**config.mk**
```make
export PLATFORM = sky130hd
export DESIGN_NAME = clock_mode_ctrl
export DESIGN_NICKNAME = d
export VERILOG_FILES = /design/src/rtl/clock_mode_ctrl.sv
export SDC_FILE = /design/constraint.sdc
export NUM_CORES = 1
export LEC_CHECK = 0
export CAP_MARGIN = 20
export CELL_PAD_IN_SITES_DETAIL_PLACEMENT = 0
export CELL_PAD_IN_SITES_GLOBAL_PLACEMENT = 1
export CORE_MARGIN = 1
export CORE_UTILIZATION = 33
export DETAILED_ROUTE_END_ITERATION = 8
export GPL_TIMING_DRIVEN = 0
export PLACE_DENSITY = 0.61
export SYNTH_ARGS = -nofsm -noshare
export SYNTH_HDL_FRONTEND = slang
export SYNTH_SLANG_ARGS = --single-unit
```
**constraint.sdc**
```tcl
create_clock -name clk -period 5.9 [get_ports clk]
set_input_delay 0.885 -clock clk [delete_from_list [all_inputs] [get_ports clk]]
set_output_delay 0.885 -clock clk [all_outputs]
set_load 0.01 [all_outputs]
```
**src/rtl/clock_mode_ctrl.sv**
```systemverilog
// clock_mode_ctrl: mode controller for the digital clock.
// Steps between run mode and NUM_FIELDS settable fields, generates increment
// strobes with auto-repeat, and falls back to run mode after an idle timeout.
// Optional feature: define CLOCK_MODE_BLINK_EN to enable the field blink output;
// with it undefined, blink is tied low and no blink counter exists.
module clock_mode_ctrl #(
    parameter int NUM_FIELDS     = 3,
    parameter int TIMEOUT_CYCLES = 1000,
    parameter int REPEAT_DELAY   = 500,
    parameter int REPEAT_PERIOD  = 100,
    parameter int CNT_W          = 16,
    localparam int IDX_W = (NUM_FIELDS > 1) ? $clog2(NUM_FIELDS) : 1
) (
    input  logic                  clk,
    input  logic                  reset,
    input  logic                  start,
    input  logic                  set,
    input  logic                  inc,
    output logic [NUM_FIELDS-1:0] field_sel,
    output logic [IDX_W-1:0]      field_idx,
    output logic                  clk_select,
    output logic                  inc_pulse,
    output logic                  timeout_pulse,
    output logic                  blink
);

    typedef enum logic {
        ST_RUN = 1'b0,
        ST_SET = 1'b1
    } mode_t;

    localparam logic [CNT_W-1:0] TIMEOUT_LAST = CNT_W'(TIMEOUT_CYCLES - 1);
    localparam logic [CNT_W-1:0] REP_DELAY    = CNT_W'(REPEAT_DELAY);
    localparam logic [CNT_W-1:0] REP_PERIOD   = CNT_W'(REPEAT_PERIOD);
    localparam logic [IDX_W-1:0] LAST_FIELD   = IDX_W'(NUM_FIELDS - 1);

`ifdef CLOCK_MODE_BLINK_EN
    localparam int               BLINK_HALF = (TIMEOUT_CYCLES / 8 < 1) ? 1 : TIMEOUT_CYCLES / 8;
    localparam logic [CNT_W-1:0] BLINK_LAST = CNT_W'(BLINK_HALF - 1);
    logic [CNT_W-1:0] blink_cnt;
`endif

    mode_t            state;
    logic             set_q;
    logic             inc_q;
    logic [CNT_W-1:0] to_cnt;
    logic [CNT_W-1:0] rep_cnt;
    logic             set_rise;
    logic             inc_rise;

    function automatic logic [NUM_FIELDS-1:0] onehot(input logic [IDX_W-1:0] idx);
        onehot = NUM_FIELDS'(1) << idx;
    endfunction

    // Button edges are taken against the previous-cycle sample of each level.
    always_comb begin
        set_rise = set & ~set_q;
        inc_rise = inc & ~inc_q;
    end

    // Mode FSM: field stepping, increment/auto-repeat strobes and idle timeout.
    // rep_cnt == 0 means no repeat sequence is armed; a field change disarms it
    // so a held inc button only repeats after a fresh press.
    always_ff @(posedge clk) begin
        set_q <= set;
        inc_q <= inc;
        if (reset) begin
            state         <= ST_RUN;
            field_idx     <= '0;
            field_sel     <= '0;
            clk_select    <= 1'b0;
            inc_pulse     <= 1'b0;
            timeout_pulse <= 1'b0;
            to_cnt        <= '0;
            rep_cnt       <= '0;
`ifdef CLOCK_MODE_BLINK_EN
            blink         <= 1'b0;
            blink_cnt     <= '0;
`endif
        end else begin
            inc_pulse     <= 1'b0;
            timeout_pulse <= 1'b0;
            case (state)
                ST_RUN: begin
                    if (set_rise && !start) begin
                        state      <= ST_SET;
                        field_idx  <= '0;
                        field_sel  <= onehot('0);
                        clk_select <= 1'b1;
                        to_cnt     <= '0;
                        rep_cnt    <= '0;
`ifdef CLOCK_MODE_BLINK_EN
                        blink      <= 1'b1;
                        blink_cnt  <= '0;
`endif
                    end
                end
                ST_SET: begin
`ifdef CLOCK_MODE_BLINK_EN
                    if (inc_pulse) begin
                        blink     <= 1'b1;
                        blink_cnt <= '0;
                    end else if (blink_cnt >= BLINK_LAST) begin
                        blink     <= ~blink;
                        blink_cnt <= '0;
                    end else begin
                        blink_cnt <= blink_cnt + 1'b1;
                    end
`endif
                    if (start) begin
                        state      <= ST_RUN;
                        field_idx  <= '0;
                        field_sel  <= '0;
                        clk_select <= 1'b0;
`ifdef CLOCK_MODE_BLINK_EN
                        blink      <= 1'b0;
`endif
                    end else if (set_rise) begin
                        field_idx <= (field_idx == LAST_FIELD) ? '0 : field_idx + 1'b1;
                        field_sel <= onehot((field_idx == LAST_FIELD) ? '0 : field_idx + 1'b1);
                        to_cnt    <= '0;
                        rep_cnt   <= '0;
                    end else if (inc_rise) begin
                        inc_pulse <= 1'b1;
                        to_cnt    <= '0;
                        rep_cnt   <= REP_DELAY;
                    end else if (inc && rep_cnt == CNT_W'(1)) begin
                        inc_pulse <= 1'b1;
                        to_cnt    <= '0;
                        rep_cnt   <= REP_PERIOD;
                    end else begin
                        if (!inc) begin
                            rep_cnt <= '0;
                        end else if (rep_cnt != '0) begin
                            rep_cnt <= rep_cnt - 1'b1;
                        end
                        if (to_cnt >= TIMEOUT_LAST) begin
                            state         <= ST_RUN;
                            field_idx     <= '0;
                            field_sel     <= '0;
                            clk_select    <= 1'b0;
                            timeout_pulse <= 1'b1;
`ifdef CLOCK_MODE_BLINK_EN
                            blink         <= 1'b0;
`endif
                        end else begin
                            to_cnt <= to_cnt + 1'b1;
                        end
                    end
                end
                default: state <= ST_RUN;
            endcase
        end
    end

`ifndef CLOCK_MODE_BLINK_EN
    assign blink = 1'b0;
`endif

endmodule

```
==> results of run 1 <==
-- per-layer routing --
metal	share of wire [%]	vias to the layer above
met5	0	-
met4	1.6	0
met3	2.3	8
met2	47	17
met1	49	846
li1	-	937
-- synthesized netlist by cell type, types with 2 or more instances --
library cell	number
or2_2	2
inv_1	3
ha_1	3
o41ai_1	5
a21boi_0	2
xnor2_1	3
nor3_1	5
nand2b_1	6
nand4_1	5
dfxtp_1	42
nor2b_1	3
o21ai_0	10
nand2_1	11
or3_1	10
nor4_1	4
nor3b_1	2
and2_1	6
buf_2	3
o21a_1	2
a21oi_1	19
or4_1	8
nor2_1	23
xor2_1	6
clkbuf_1	6
nand3b_1	5
buf_4	2
or3b_2	3
a211oi_1	4
o41ai_2	2
o31ai_1	4
o21ai_1	2
nand3_1	10
-- cell families after synthesis --
group | after synthesis
compound gates | 64
xor+xnor | 9
fa+ha+maj | 3
buf+inv | 16
flops | 42
other cells | 1
simple gates | 107
-- final cells by class --
cell class	instances	area (um^2)	share of cell area, %
Multi-Input combinational cell	184	1170	48.5
Sequential cell	42	841	34.7
Timing Repair Buffer	12	120	4.96
Tap cell	75	93.8	3.88
Clock buffer	6	82.6	3.41
Buffer	13	67.6	2.79
Clock inverter	1	30.0	1.24
Inverter	3	11.3	0.465
-- where the power goes --
part	leakage (nW)	switching, W	internal, W
clock	0.0573	0.000103	0.000136
combinational	0.440	0.0000506	0.0000343
sequential	0.340	0.00000716	0.000291
-- worst max-delay path by stage --
stage / cells past startpoint / slack [ns] / endpoint / from
after floorplan: 6 / 3.16 / to_cnt[8]$_SDFFE_PP0P_ / inc
after global placement: 6 / 2.08 / rep_cnt[12]$_SDFFE_PP0P_ / inc
after detailed placement: 6 / 2.11 / rep_cnt[0]$_SDFFE_PP0P_ / inc
after CTS: 6 / 2.43 / rep_cnt[0]$_SDFFE_PP0P_ / inc
after global routing: 6 / 2.34 / rep_cnt[12]$_SDFFE_PP0P_ / inc
final: 6 / 2.50 / rep_cnt[0]$_SDFFE_PP0P_ / inc
-- stage by stage --
stage               instance area (um^2)  power [W]  instances  worst slack [ns]  utilization, %
floorplan                           2090   0.000365        242              3.16               -
global placement                    2310   0.000390        329              2.08            38.3
detailed placement                  2310   0.000390        329              2.11            38.3
CTS                                 2420   0.000630        336              2.43            40.2
global route                        2420   0.000648        336              2.34            40.2
finish                              2420   0.000621        336              2.50            40.2
==> results.sh, run 1 <==
export IMPL_status="complete, no violations"
export IMPL_die_h_um=81.6
export IMPL_ys_ff_latch=42
export IMPL_synthCells=242
export IMPL_vias=1808
export IMPL_dieArea_um2=6670
export IMPL_syn_avg_cell_area_um2=8.65
export IMPL_crit_chain="clkdlybuf4s50_1, or4bb_1, nor4_1, nor2_1, o21bai_1, nor2_1"
export IMPL_drtIter0Drc=53
export IMPL_synth_fa_ha_area_share_pct=1.79
export IMPL_final_nets=269
export IMPL_yosys_area_share_simple_pct=28.8
export IMPL_min_path_cells=1
export IMPL_fin_crit_ns=3.40
export IMPL_viasPerCell=5.38
export IMPL_yosys_most_used_dff="dfxtp_1"
export IMPL_setup_viol=0
export IMPL_rsz0062_at_grt="no"
export IMPL_overflow=0
export IMPL_synthArstFlopShare_pct=0
export IMPL_htree_levels=2
export IMPL_cts_buffers=5
export IMPL_port_buffers=12
export IMPL_yosys_warnings=0
export IMPL_peakVddDrop_v=0.000118
export IMPL_wire_per_inst_um=14.9
export IMPL_gp_congestion=0.749
export IMPL_clock_sinks=42
export IMPL_root_buffer="clkbuf_8"
export IMPL_clk_pin_slew_ns=0.08
export IMPL_synthXorXnorAreaFrac_pct=3.77
export IMPL_top_usage_layer="met2"
export IMPL_leakage_nw=0.838
export IMPL_routed_wl_um=5000
export IMPL_std_cell_rows=28
export IMPL_setup_tns_ns=0
export IMPL_cpMostUsedCell="nor2_1"
export IMPL_cts_setup_buffers=0
export IMPL_cts_max_path_buffers=2
export IMPL_path_class="primary input to flop"
export IMPL_worst_pin_slew_ns=0.733
export IMPL_synthesis_nets=250
export IMPL_synth_mux_area_share_pct=0
export IMPL_synth_top_cell_area_share_pct=40.2
export IMPL_drive_above_1_share_pct=8.05
export IMPL_min_from="to_cnt[12]$_SDFFE_PP0P_"
export IMPL_die_w_um=81.6
export IMPL_fmax_ghz=0.294
export IMPL_postRouteAntennaNets=0
export IMPL_synthToLayoutAreaGrowth_pct=15.6
export IMPL_reg_top3="rep_cnt x16, to_cnt x16, field_sel x3"
export IMPL_relSlewSlack_pct=50.7
export IMPL_final_common_cell="dfxtp_1"
export IMPL_cp_end_kind="flop"
export IMPL_cts_resized_gates=0
export IMPL_io_pins=14
export IMPL_final_cell_mix="dfxtp_1, nor2_1, a21oi_1"
export IMPL_crit_buf_inv=1
export IMPL_whs_ns=0.462
export IMPL_use_met2_pct=27.7
export IMPL_r2r_slack_ns=3.27
export IMPL_first_global_vias=1653
export IMPL_cp_slowest_cell="nor4_1"
export IMPL_start_kind="primary input"
export IMPL_final_hold_viol_count=0
export IMPL_grt_usage_pct=16.7
export IMPL_synth_compound_area_share_pct=21.5
export IMPL_diodes=0
export IMPL_r2r_end="rep_cnt[0]$_SDFFE_PP0P_"
export IMPL_critPathRequiredTime_ns=6.06
export IMPL_holdPathEnd="to_cnt[12]$_SDFFE_PP0P_"
export IMPL_dp_final_hpwl_um=3650
export IMPL_cap_violations=0
export IMPL_yosys_area_top_type="dfxtp_1"
export IMPL_grt_max_degree=13
export IMPL_holdCritPathClass="flop to flop"
export IMPL_r2r_cells=6
export IMPL_coreArea_um2=6030
export IMPL_antenna_found_initial=0
export IMPL_met3_usage_pct=3.67
export IMPL_fill_cells=638
export IMPL_clock_skew_final_ns=0.00907
export IMPL_synth_edff_count=0
export IMPL_ys_top_cells_by_area="dfxtp_1, a21oi_1, nor2_1"
export IMPL_cp_top_family="simple AND/OR/NAND/NOR gates"
export IMPL_crit_path_max_incr_delay_ns=0.65
export IMPL_power_density_nw_per_um2=257
export IMPL_r2r_start="rep_cnt[8]$_SDFFE_PP0P_"
export IMPL_yosysSeqAreaShare_pct=40.2
export IMPL_grt_pass1_wl_um=8270
export IMPL_clock_latency_ns=0.30
export IMPL_synth_top_family_by_area="simple AND/OR/NAND/NOR gates"
export IMPL_start_util_pct=34.7
export IMPL_synth_area_um2=2090
export IMPL_grtUsageMet1_pct=21.1
export IMPL_crit_arrival_ns=3.57
export IMPL_worstPathMaxFanout=9
export IMPL_holdBufCountCts=0
export IMPL_drc=0
export IMPL_slew_viol_final=0
export IMPL_fin_crit_sh_pct=57.7
export IMPL_cts_tree="yes"
export IMPL_yosysUniqueCellTypes=53
export IMPL_dr_pass1_iters=4
Note: power is estimated with default switching activity, not from simulation.
==> run 2, diff against run 1 <==
--- a/config.mk
+++ b/config.mk
@@ -12,7 +12,7 @@
 export CORE_UTILIZATION = 33
 export DETAILED_ROUTE_END_ITERATION = 8
 export GPL_TIMING_DRIVEN = 0
-export PLACE_DENSITY = 0.61
+export PLACE_DENSITY = 0.64
 export SYNTH_ARGS = -nofsm -noshare
 export SYNTH_HDL_FRONTEND = slang
 export SYNTH_SLANG_ARGS = --single-unit
==> constraint.sdc (replaced) <==
create_clock -name clk -period 3.1 [get_ports clk]
set_input_delay 0.465 -clock clk [delete_from_list [all_inputs] [get_ports clk]]
set_output_delay 0.465 -clock clk [all_outputs]
set_load 0.01 [all_outputs]
==> run 2 against run 1 <==
Critical path depth is 1 higher. Clock power is 87% higher. Largest power group unchanged. Highest routed layer unchanged. Sequential share of layout area fell by 0.21 points. Flip-flop and latch count is the same. Wire length increased by 1.4%. Clock skew is 0.0036 ns lower. Total power increased by 90%.
==> results.sh, run 2 (synthesized netlist as in run 1, its figures left out) <==
export IMPL_cp_top_family="compound AO/OA/AOI/OAI gates"
export IMPL_dp_final_hpwl_um=3580
export IMPL_coreArea_um2=6030
export IMPL_start_util_pct=34.7
export IMPL_multi_input_area_um2=1190
export IMPL_io_pins=14
export IMPL_crit_buf_inv=2
export IMPL_cts_max_path_buffers=2
export IMPL_htree_levels=2
export IMPL_rsz0062_at_grt="no"
export IMPL_whs_ns=0.462
export IMPL_cap_violations=0
export IMPL_setup_viol=0
export IMPL_path_class="primary input to flop"
export IMPL_drive_above_1_share_pct=8.40
export IMPL_clockPowerShare_pct=37.7
export IMPL_drc=0
export IMPL_fmax_ghz=0.339
export IMPL_die_w_um=81.6
export IMPL_worstPathMaxFanout=10
export IMPL_grt_usage_pct=16.6
export IMPL_final_common_cell="dfxtp_1"
export IMPL_final_hold_viol_count=0
export IMPL_cp_slowest_cell="clkdlybuf4s50_1"
export IMPL_die_h_um=81.6
export IMPL_viasPerCell=5.37
export IMPL_leakage_nw=0.835
export IMPL_final_cell_mix="dfxtp_1, nor2_1, a21oi_1"
export IMPL_cts_tree="yes"
export IMPL_seqPwrFrac_pct=48.0
export IMPL_start_kind="primary input"
export IMPL_crit_arrival_ns=3.12
export IMPL_synthToLayoutAreaGrowth_pct=16.3
export IMPL_clock_sinks=42
export IMPL_wire_per_inst_um=15.0
export IMPL_cts_buffers=5
export IMPL_postRouteAntennaNets=0
export IMPL_dieArea_um2=6670
export IMPL_holdCritPathClass="flop to flop"
export IMPL_drtIter0Drc=57
export IMPL_power_density_nw_per_um2=485
export IMPL_antenna_found_initial=0
export IMPL_relSlewSlack_pct=53.7
export IMPL_fill_cells=632
export IMPL_final_nets=269
export IMPL_overflow=0
export IMPL_utilization_pct=40.4
export IMPL_cp_end_kind="flop"
export IMPL_switching_share_pct=27.1
export IMPL_p_sw_w=0.000320
export IMPL_vias=1809
export IMPL_seqCellArea_um2=841
export IMPL_finalPower_w=0.00118
export IMPL_fin_crit_ns=2.95
export IMPL_status="complete, no violations"
export IMPL_grt_pass1_wl_um=8230
export IMPL_slew_viol_final=0
export IMPL_clock_latency_ns=0.30
export IMPL_peakVddDrop_v=0.000262
export IMPL_clk_pin_slew_ns=0.08
export IMPL_diodes=0
export IMPL_grt_max_degree=14
export IMPL_dr_pass1_iters=4
export IMPL_fin_crit_sh_pct=95.1
export IMPL_port_buffers=12
export IMPL_crit_path_max_incr_delay_ns=0.67
export IMPL_p_int_w=0.000860
export IMPL_reg_top3="rep_cnt x16, to_cnt x16, field_sel x3"
export IMPL_power_frac_comb_pct=14.2
export IMPL_clock_skew_final_ns=0.00546
export IMPL_routed_wl_um=5070
export IMPL_critPathRequiredTime_ns=3.28
export IMPL_first_global_vias=1683
export IMPL_crit_chain="clkdlybuf4s50_1, or4bb_1, o41a_1, o221a_4, buf_6, o311ai_1, o21ai_1"
export IMPL_cts_setup_buffers=0
export IMPL_std_cell_rows=28
export IMPL_holdBufCountCts=0
export IMPL_root_buffer="clkbuf_8"
export IMPL_worst_pin_slew_ns=0.694
export IMPL_gp_congestion=0.780
run 2: timing repair:
action                     4_1_cts  5_1_grt
setup endpoints to repair        0       16
hold endpoints to repair         0        0
resized for setup                0        2
run 2: worst paths after layout:
check / start / end / slack (ns) / cells after the start
hold / removal: to_cnt[12]$_SDFFE_PP0P_ / to_cnt[12]$_SDFFE_PP0P_ / 0.46 / 1
hold reg to reg: to_cnt[12]$_SDFFE_PP0P_ / to_cnt[12]$_SDFFE_PP0P_ / 0.46 / 1
setup / recovery: inc / to_cnt[8]$_SDFFE_PP0P_ / 0.15 / 7
setup reg to reg: rep_cnt[14]$_SDFFE_PP0P_ / rep_cnt[0]$_SDFFE_PP0P_ / 0.42 / 7
run 2: power groups by stage:
stage	combinational (W)	clock, W	sequential [W]
5_1_grt	0.000186	0.000477	0.000569
4_1_cts	0.000164	0.000460	0.000567
2_1_floorplan	0.000119	0	0.000577
3_3_place_gp	0.000164	0	0.000580
3_5_place_dp	0.000163	0	0.000579
6_report	0.000168	0.000445	0.000567
run 2: routing by layer:
| layer | track usage [%] | share of wire [%] |
|---|---|---|
| met5 | 0 | 0 |
| met4 | 6.32 | 1.2 |
| met3 | 3.44 | 3.3 |
| met2 | 26.6 | 46 |
| met1 | 21.7 | 49 |
run 2: layout make-up:
cell class,instances,area share [%]
Multi-Input combinational cell,184,48.9
Sequential cell,42,34.5
Timing Repair Buffer,12,4.93
Inverter,3,0.462
Tap cell,75,3.85
Buffer,13,2.77
Clock buffer,6,2.98
Clock inverter,2,1.54
run 2: metrics by stage:
stage | cells | instance area (um^2) | setup TNS (ns) | setup slack (ns)
6_report | 337 | 2430 | 0 | 0.153
5_1_grt | 337 | 2430 | 0 | 0.0543
4_1_cts | 337 | 2420 | 0 | 0.000583
3_5_place_dp | 329 | 2310 | -4.23 | -0.306
3_3_place_gp | 329 | 2310 | -5.27 | -0.353
2_1_floorplan | 242 | 2090 | 0 | 0.769
